File: src/rtl/imem_loader.sv
// imem_loader: boot-time program loader for the single-cycle RISC-V core.
// It takes a byte stream over valid/ready, assembles little-endian 32-bit
// words and writes them into the instruction memory. The core is kept in
// reset until the whole image has been accepted.
//
// Stream: CNT_LO, CNT_HI (word count N), 4*N data bytes, and one XOR
// checksum byte when IMEM_LOADER_CHECKSUM_EN is defined.
//
// Build option: `define IMEM_LOADER_CHECKSUM_EN adds the CSUM state and the
// running XOR. Without it, the last data byte (or an N=0 header) goes
// straight to RUN.
//
// Ports:
//   clk, reset        clock and synchronous active-high reset
//   rx_data/valid     input byte stream
//   rx_ready          loader can accept a byte (registered, state only)
//   im_we/addr/wdata  instruction memory write port (registered, 1-cycle we)
//   core_reset        high while loading or in error
//   load_done         image loaded, core released (sticky)
//   load_err          bad image (sticky)
module imem_loader #(
  parameter int DEPTH_WORDS = 64,
  parameter int CNT_W       = 16
) (
  input  logic        clk,
  input  logic        reset,
  input  logic [7:0]  rx_data,
  input  logic        rx_valid,
  output logic        rx_ready,
  output logic        im_we,
  output logic [31:0] im_addr,
  output logic [31:0] im_wdata,
  output logic        core_reset,
  output logic        load_done,
  output logic        load_err
);

  localparam int IDX_W = (DEPTH_WORDS > 1) ? $clog2(DEPTH_WORDS) : 1;

  typedef enum logic [2:0] {
    S_CNT_LO,
    S_CNT_HI,
    S_DATA,
`ifdef IMEM_LOADER_CHECKSUM_EN
    S_CSUM,
`endif
    S_RUN,
    S_ERR
  } state_e;

  // State reached once the data phase (or an empty image) is complete.
`ifdef IMEM_LOADER_CHECKSUM_EN
  localparam state_e S_AFTER = S_CSUM;
`else
  localparam state_e S_AFTER = S_RUN;
`endif

  state_e            state_q, state_d;
  logic [CNT_W-1:0]  cnt_q;
  logic [1:0]        lane_q;
  logic [IDX_W-1:0]  word_idx_q;
  logic [31:0]       word_q;
  logic              rx_ready_q, im_we_q, core_reset_q, load_done_q, load_err_q;
  logic [31:0]       im_addr_q, im_wdata_q;
`ifdef IMEM_LOADER_CHECKSUM_EN
  logic [7:0]        csum_q;
`endif

  logic             acc;
  logic [CNT_W-1:0] n_hdr;
  logic             last_word;

  assign acc       = rx_valid && rx_ready_q;
  assign n_hdr     = CNT_W'({rx_data, cnt_q[7:0]});
  // word_idx_q is the index of the word being assembled; N >= 1 here.
  assign last_word = (CNT_W'(word_idx_q) == (cnt_q - CNT_W'(1)));

  always_comb begin
    state_d = state_q;
    case (state_q)
      S_CNT_LO: if (acc) state_d = S_CNT_HI;
      S_CNT_HI: if (acc) begin
        if (n_hdr > CNT_W'(DEPTH_WORDS)) state_d = S_ERR;
        else if (n_hdr == '0)            state_d = S_AFTER;
        else                             state_d = S_DATA;
      end
      S_DATA: if (acc && lane_q == 2'd3 && last_word) state_d = S_AFTER;
`ifdef IMEM_LOADER_CHECKSUM_EN
      S_CSUM: if (acc) state_d = (rx_data == csum_q) ? S_RUN : S_ERR;
`endif
      default: state_d = state_q;
    endcase
  end

  always_ff @(posedge clk) begin
    if (reset) begin
      state_q      <= S_CNT_LO;
      cnt_q        <= '0;
      lane_q       <= '0;
      word_idx_q   <= '0;
      word_q       <= '0;
      rx_ready_q   <= 1'b1;
      im_we_q      <= 1'b0;
      im_addr_q    <= '0;
      im_wdata_q   <= '0;
      core_reset_q <= 1'b1;
      load_done_q  <= 1'b0;
      load_err_q   <= 1'b0;
`ifdef IMEM_LOADER_CHECKSUM_EN
      csum_q       <= '0;
`endif
    end else begin
      state_q <= state_d;
      im_we_q <= 1'b0;
      // Outputs follow the next state so they line up with the transition edge.
      rx_ready_q   <= (state_d != S_RUN) && (state_d != S_ERR);
      core_reset_q <= (state_d != S_RUN);
      load_done_q  <= (state_d == S_RUN);
      load_err_q   <= (state_d == S_ERR);
      if (acc) begin
        case (state_q)
          S_CNT_LO: cnt_q[7:0] <= rx_data;
          S_CNT_HI: cnt_q <= n_hdr;
          S_DATA: begin
            lane_q <= lane_q + 2'd1;
`ifdef IMEM_LOADER_CHECKSUM_EN
            csum_q <= csum_q ^ rx_data;
`endif
            if (lane_q == 2'd3) begin
              // Final byte bypasses word_q so the write issues with no stall.
              im_we_q    <= 1'b1;
              im_addr_q  <= 32'({word_idx_q, 2'b00});
              im_wdata_q <= {rx_data, word_q[23:0]};
              word_idx_q <= word_idx_q + IDX_W'(1);
            end else begin
              word_q[{lane_q, 3'b000} +: 8] <= rx_data;
            end
          end
          default: ;
        endcase
      end
    end
  end

  assign rx_ready   = rx_ready_q;
  assign im_we      = im_we_q;
  assign im_addr    = im_addr_q;
  assign im_wdata   = im_wdata_q;
  assign core_reset = core_reset_q;
  assign load_done  = load_done_q;
  assign load_err   = load_err_q;

endmodule

File: config.mk
export PLATFORM = sky130hd
export DESIGN_NAME = imem_loader
export DESIGN_NICKNAME = d
export VERILOG_FILES = /design/src/rtl/imem_loader.sv
export SDC_FILE = /design/constraint.sdc
export NUM_CORES = 1
export LEC_CHECK = 0
export CAP_MARGIN = 40
export CELL_PAD_IN_SITES_DETAIL_PLACEMENT = 1
export CELL_PAD_IN_SITES_GLOBAL_PLACEMENT = 2
export CORE_AREA = 2 2 127 105
export DETAILED_ROUTE_END_ITERATION = 16
export DIE_AREA = 0 0 129 107
export DONT_BUFFER_PORTS = 1
export GPL_ROUTABILITY_DRIVEN = 0
export PLACE_DENSITY = 0.76
export SYNTH_ARGS = -nofsm -noshare
export SYNTH_HDL_FRONTEND = slang
export SYNTH_SLANG_ARGS = --single-unit
export TNS_END_PERCENT = 1
File: constraint.sdc
create_clock -name clk -period 2 [get_ports clk]
set_input_delay 0.2 -clock clk [delete_from_list [all_inputs] [get_ports clk]]
set_output_delay 0.2 -clock clk [all_outputs]
set_load 0.02 [all_outputs]
==> run_summary.xml <==
<?xml version="1.0" encoding="UTF-8"?>
<metrics>
  <group name="status">
    <metric name="status" unit="">complete, but fails checks</metric>
    <metric name="violations" unit="">negative setup slack</metric>
  </group>
  <group name="setup_path">
    <metric name="crit-reg2reg-capture" unit="">rx_ready$_SDFF_PP1_</metric>
    <metric name="path_class" unit="">reg2reg</metric>
    <metric name="worst_ep_required_time" unit="ns">2.27</metric>
    <metric name="critPathLaunchType" unit="">flop</metric>
    <metric name="cp_data_arrival_time" unit="ns">2.33</metric>
    <metric name="worstPathBufferInverterCount" unit="">1</metric>
    <metric name="endpoint_kind" unit="">flop</metric>
    <metric name="slowest_delay" unit="ns">0.40</metric>
    <metric name="max_fo_critical_path" unit="">8</metric>
    <metric name="critical_path.top_delay_family" unit="">compound AO/OA/AOI/OAI gates</metric>
    <metric name="reg2reg_slack" unit="ns">-0.06</metric>
    <metric name="highest_delay_cell_along_the_critical_path" unit="">dfxtp_1</metric>
    <metric name="rr_startpoint" unit="">cnt_q[5]$_SDFFE_PP0P_</metric>
    <metric name="r2r.worst_path.cells" unit="">7</metric>
    <metric name="crit_chain" unit="">nor3_2, nand3_1, o32ai_2, o22ai_2, o41ai_4, buf_4, mux2i_1</metric>
  </group>
  <group name="min_path">
    <metric name="timing.hold.worst_endpoint" unit="">cnt_q[15]$_SDFFE_PP0P_</metric>
    <metric name="min-delay-path-class" unit="">in2reg</metric>
    <metric name="worstHoldPathCells" unit="">2</metric>
    <metric name="hold_start" unit="">rx_data[7]</metric>
  </group>
  <group name="synth">
    <metric name="synth.distinct_cells" unit="">43</metric>
    <metric name="synth.most_common_cell" unit="">nand2_1</metric>
    <metric name="seq_area_frac_synth" unit="%">46.53</metric>
    <metric name="syn_area" unit="um^2">4044</metric>
    <metric name="postSynth.topFlopCell" unit="">dfxtp_1</metric>
    <metric name="ys.warnings.count" unit="">0</metric>
    <metric name="synth_edf_count" unit="">0</metric>
    <metric name="flops_latches_synth" unit="">94</metric>
    <metric name="synth_cells" unit="">499</metric>
    <metric name="synth.top_cells.by_count" unit="">123 x nand2_1, 94 x dfxtp_1, 76 x a21oi_1, 36 x nand3_1, 28 x buf_4</metric>
    <metric name="yosys-top-cells-area" unit="">dfxtp_1 47%, nand2_1 11%, a21oi_1 9.4%, buf_4 5.2%, nand3_1 4.5%</metric>
    <metric name="synth.avg_cell_area" unit="um^2">8.104</metric>
    <metric name="yosysTopAreaCell" unit="">dfxtp_1</metric>
    <metric name="asyncSetResetFlopFracSynth" unit="%">0</metric>
    <metric name="synth_top_area_share" unit="%">46.53</metric>
  </group>
  <group name="route">
    <metric name="drc" unit="">0</metric>
    <metric name="drtIter0Drc" unit="">174</metric>
    <metric name="postRouteAntennaNets" unit="">0</metric>
    <metric name="number_of_iterations_in_the_first_detailed_routing_pass" unit="">4</metric>
    <metric name="num_vias" unit="">3417</metric>
    <metric name="postRouteWirelength" unit="um">11420</metric>
    <metric name="via_per_inst" unit="">4.847</metric>
    <metric name="wl_per_cell" unit="um">16.20</metric>
  </group>
  <group name="cts">
    <metric name="cts.sink_count" unit="">94</metric>
    <metric name="clock_tree.buffer_depth" unit="">2</metric>
    <metric name="cts-buffers-inserted" unit="">9</metric>
    <metric name="tritoncts" unit="">done</metric>
    <metric name="cts.htree.levels" unit="">3</metric>
    <metric name="clkSlewWorstSetupHoldPaths" unit="ns">0.06</metric>
    <metric name="worst_skew_pair.late_latency" unit="ns">0.34</metric>
    <metric name="cts.root.buffer_cell" unit="">clkbuf_16</metric>
  </group>
  <group name="grt">
    <metric name="pin_count_of_the_biggest_net_entering_global_routing" unit="">89</metric>
    <metric name="grt_first_pass_wirelength" unit="um">18270</metric>
    <metric name="grt_antenna_before_repair" unit="">0</metric>
    <metric name="groute.layer.met3.usage" unit="%">4.741</metric>
    <metric name="met2_usage" unit="%">26.53</metric>
    <metric name="top_usage_layer" unit="">met2</metric>
    <metric name="track_usage" unit="%">16.94</metric>
    <metric name="grt_overflow" unit="">0</metric>
    <metric name="grt_pass1_vias" unit="">3533</metric>
    <metric name="grt_util_met1" unit="%">22.97</metric>
  </group>
  <group name="sta">
    <metric name="max_clock_freq" unit="GHz">0.4862</metric>
    <metric name="hold_violations" unit="">0</metric>
    <metric name="finalWorstSetupSlack" unit="ns">-0.05692</metric>
    <metric name="clock-skew-final" unit="ns">0.007183</metric>
    <metric name="maxSlewViolCount" unit="">0</metric>
    <metric name="final-setup-viol-count" unit="">1</metric>
    <metric name="unrepaired_setup_endpoints_after_global_routing" unit="">yes</metric>
    <metric name="period_minus_slack" unit="ns">2.057</metric>
    <metric name="post-route-period-util" unit="%">102.8</metric>
  </group>
  <group name="pwr">
    <metric name="ir_worst_vdd" unit="uV">458.1</metric>
    <metric name="power_density" unit="nW/um^2">877.3</metric>
    <metric name="p_leak" unit="nW">1.687</metric>
    <metric name="total_power" unit="mW">4.224</metric>
  </group>
  <group name="finish">
    <metric name="final_layout_size_suffix_gt1_share" unit="%">12.64</metric>
    <metric name="final_core_utilization" unit="%">38.38</metric>
    <metric name="filler_cell_count" unit="">1532</metric>
    <metric name="flow.area_growth_from_synthesis" unit="%">19.06</metric>
    <metric name="net_count_final" unit="">543</metric>
    <metric name="num_antenna_cells" unit="">0</metric>
  </group>
  <group name="placed_design">
    <metric name="numPortBuffers" unit="">0</metric>
    <metric name="hpwl" unit="um">7369</metric>
  </group>
  <group name="die">
    <metric name="die-height" unit="um">107</metric>
    <metric name="placement_rows" unit="">37</metric>
    <metric name="die_area" unit="um^2">13800</metric>
    <metric name="floorplan.die.width" unit="um">129</metric>
    <metric name="ioPinCount" unit="">80</metric>
    <metric name="core-area" unit="um^2">12550</metric>
    <metric name="initial_utilization" unit="%">32.23</metric>
  </group>
  <group name="job">
    <metric name="drv.max_cap_violation_count" unit="">0</metric>
  </group>
</metrics>
[cell families after synthesis]
kind of cell | after synthesis | synth area share [%]
buffers and inverters | 59 | 8.199
AO/OA/AOI/OAI | 95 | 13.24
adder cells (fa/ha/maj) | 7 | 2.166
AND/OR/NAND/NOR | 222 | 24.97
multiplexers | 8 | 1.980
flip-flops | 94 | 46.53
other | 1 | 0.09273
XOR/XNOR | 13 | 2.816
[worst max path at each step]
stage / endpoint / depth (start not counted) / startpoint
floorplan: rx_ready$_SDFF_PP1_ / 9 / cnt_q[0]$_SDFFE_PP0P_
global placement: rx_ready$_SDFF_PP1_ / 8 / cnt_q[1]$_SDFFE_PP0P_
detailed placement: rx_ready$_SDFF_PP1_ / 8 / cnt_q[1]$_SDFFE_PP0P_
CTS: rx_ready$_SDFF_PP1_ / 9 / cnt_q[1]$_SDFFE_PP0P_
global route: rx_ready$_SDFF_PP1_ / 10 / cnt_q[1]$_SDFFE_PP0P_
finish: rx_ready$_SDFF_PP1_ / 7 / cnt_q[5]$_SDFFE_PP0P_
[stage by stage]
stage                     hold WS (ns)  instance area [um^2]  cells  worst slack, ns   TNS [ns]
after global placement          0.2761                  4270    677         -0.08111    -0.1622
after detailed placement        0.2779                  4270    677          -0.1841    -0.6404
final                          0.01164                  4815    705         -0.05692   -0.05692
after CTS                    0.0003689                  4767    705         -0.02832   -0.02832
after floorplan                 0.3360                  4143    524        -0.002655  -0.002655
after global routing           0.02214                  4815    705          -0.1596    -0.4501
[what timing repair did]
| item | CTS | global route |
|---|---|---|
| hold buffers | 11 | 0 |
| buffers inserted | 1 | 0 |
| hold endpoints to repair | 91 | 0 |
| setup endpoints to repair | 5 | 21 |
| gates resized for setup | 12 | 9 |
| pin swaps | 6 | 6 |
[metal layers]
layer  up-vias  wire length (um)
met4         0               161
li1       1675                 -
met5         -                 0
met3        17               669
met1      1628              5552
met2        97              5038
[cells in the final DEF (no fill, tap or decap), types with 2 or more instances in the layout]
cell,Yosys,routed
nand2b_1,2,2
nor2_1,24,24
ha_1,7,6
o21ai_1,1,2
inv_1,8,6
nor4_1,4,2
nor3_4,2,3
bufinv_16,0,2
a21oi_1,76,75
clkinv_2,0,2
mux2i_1,8,8
nor3_1,6,3
o21a_1,2,2
dlygate4sd3_1,0,10
nor3_2,0,2
inv_2,1,3
nand3_1,36,35
xor2_1,5,5
o21ai_0,3,2
dfxtp_2,0,2
nor4_2,0,2
nor3b_1,4,4
and2_1,5,5
nor2_2,2,2
nand2_1,123,123
conb_1,1,26
dfxtp_1,94,92
clkbuf_1,18,2
nand4_1,4,4
xnor2_1,8,8
nand3b_1,2,2
clkbuf_16,0,9
buf_4,28,27
nor2b_1,4,4
[flip-flops by register name (all words and copies together) (netlist names)]
register,count
im_wdata,32
im_addr,6
word_q,24
lane_q,2
state_q,3
load_done,1
im_we,1
cnt_q,16
core_reset,1
rx_ready,1
word_idx_q,6
load_err,1
[cell type report]
type / instances / area, um^2 / share of cell area (%)
Inverter: 9 / 33.78 / 0.7017
Clock buffer: 12 / 246.5 / 5.120
Sequential cell: 94 / 1884 / 39.14
Multi-Input combinational cell: 371 / 2004 / 41.63
Timing Repair Buffer: 40 / 356.6 / 7.406
Tap cell: 175 / 219.0 / 4.548
Clock inverter: 4 / 70.07 / 1.455
[power by group]
part | leakage, nW | total, mW | internal [mW] | switching, mW
sequential | 0.760 | 1.94 | 1.90 | 0.0360
clock | 0.157 | 1.83 | 1.13 | 0.707
combinational | 0.771 | 0.455 | 0.184 | 0.271
Power figures use the tool's default switching activity.
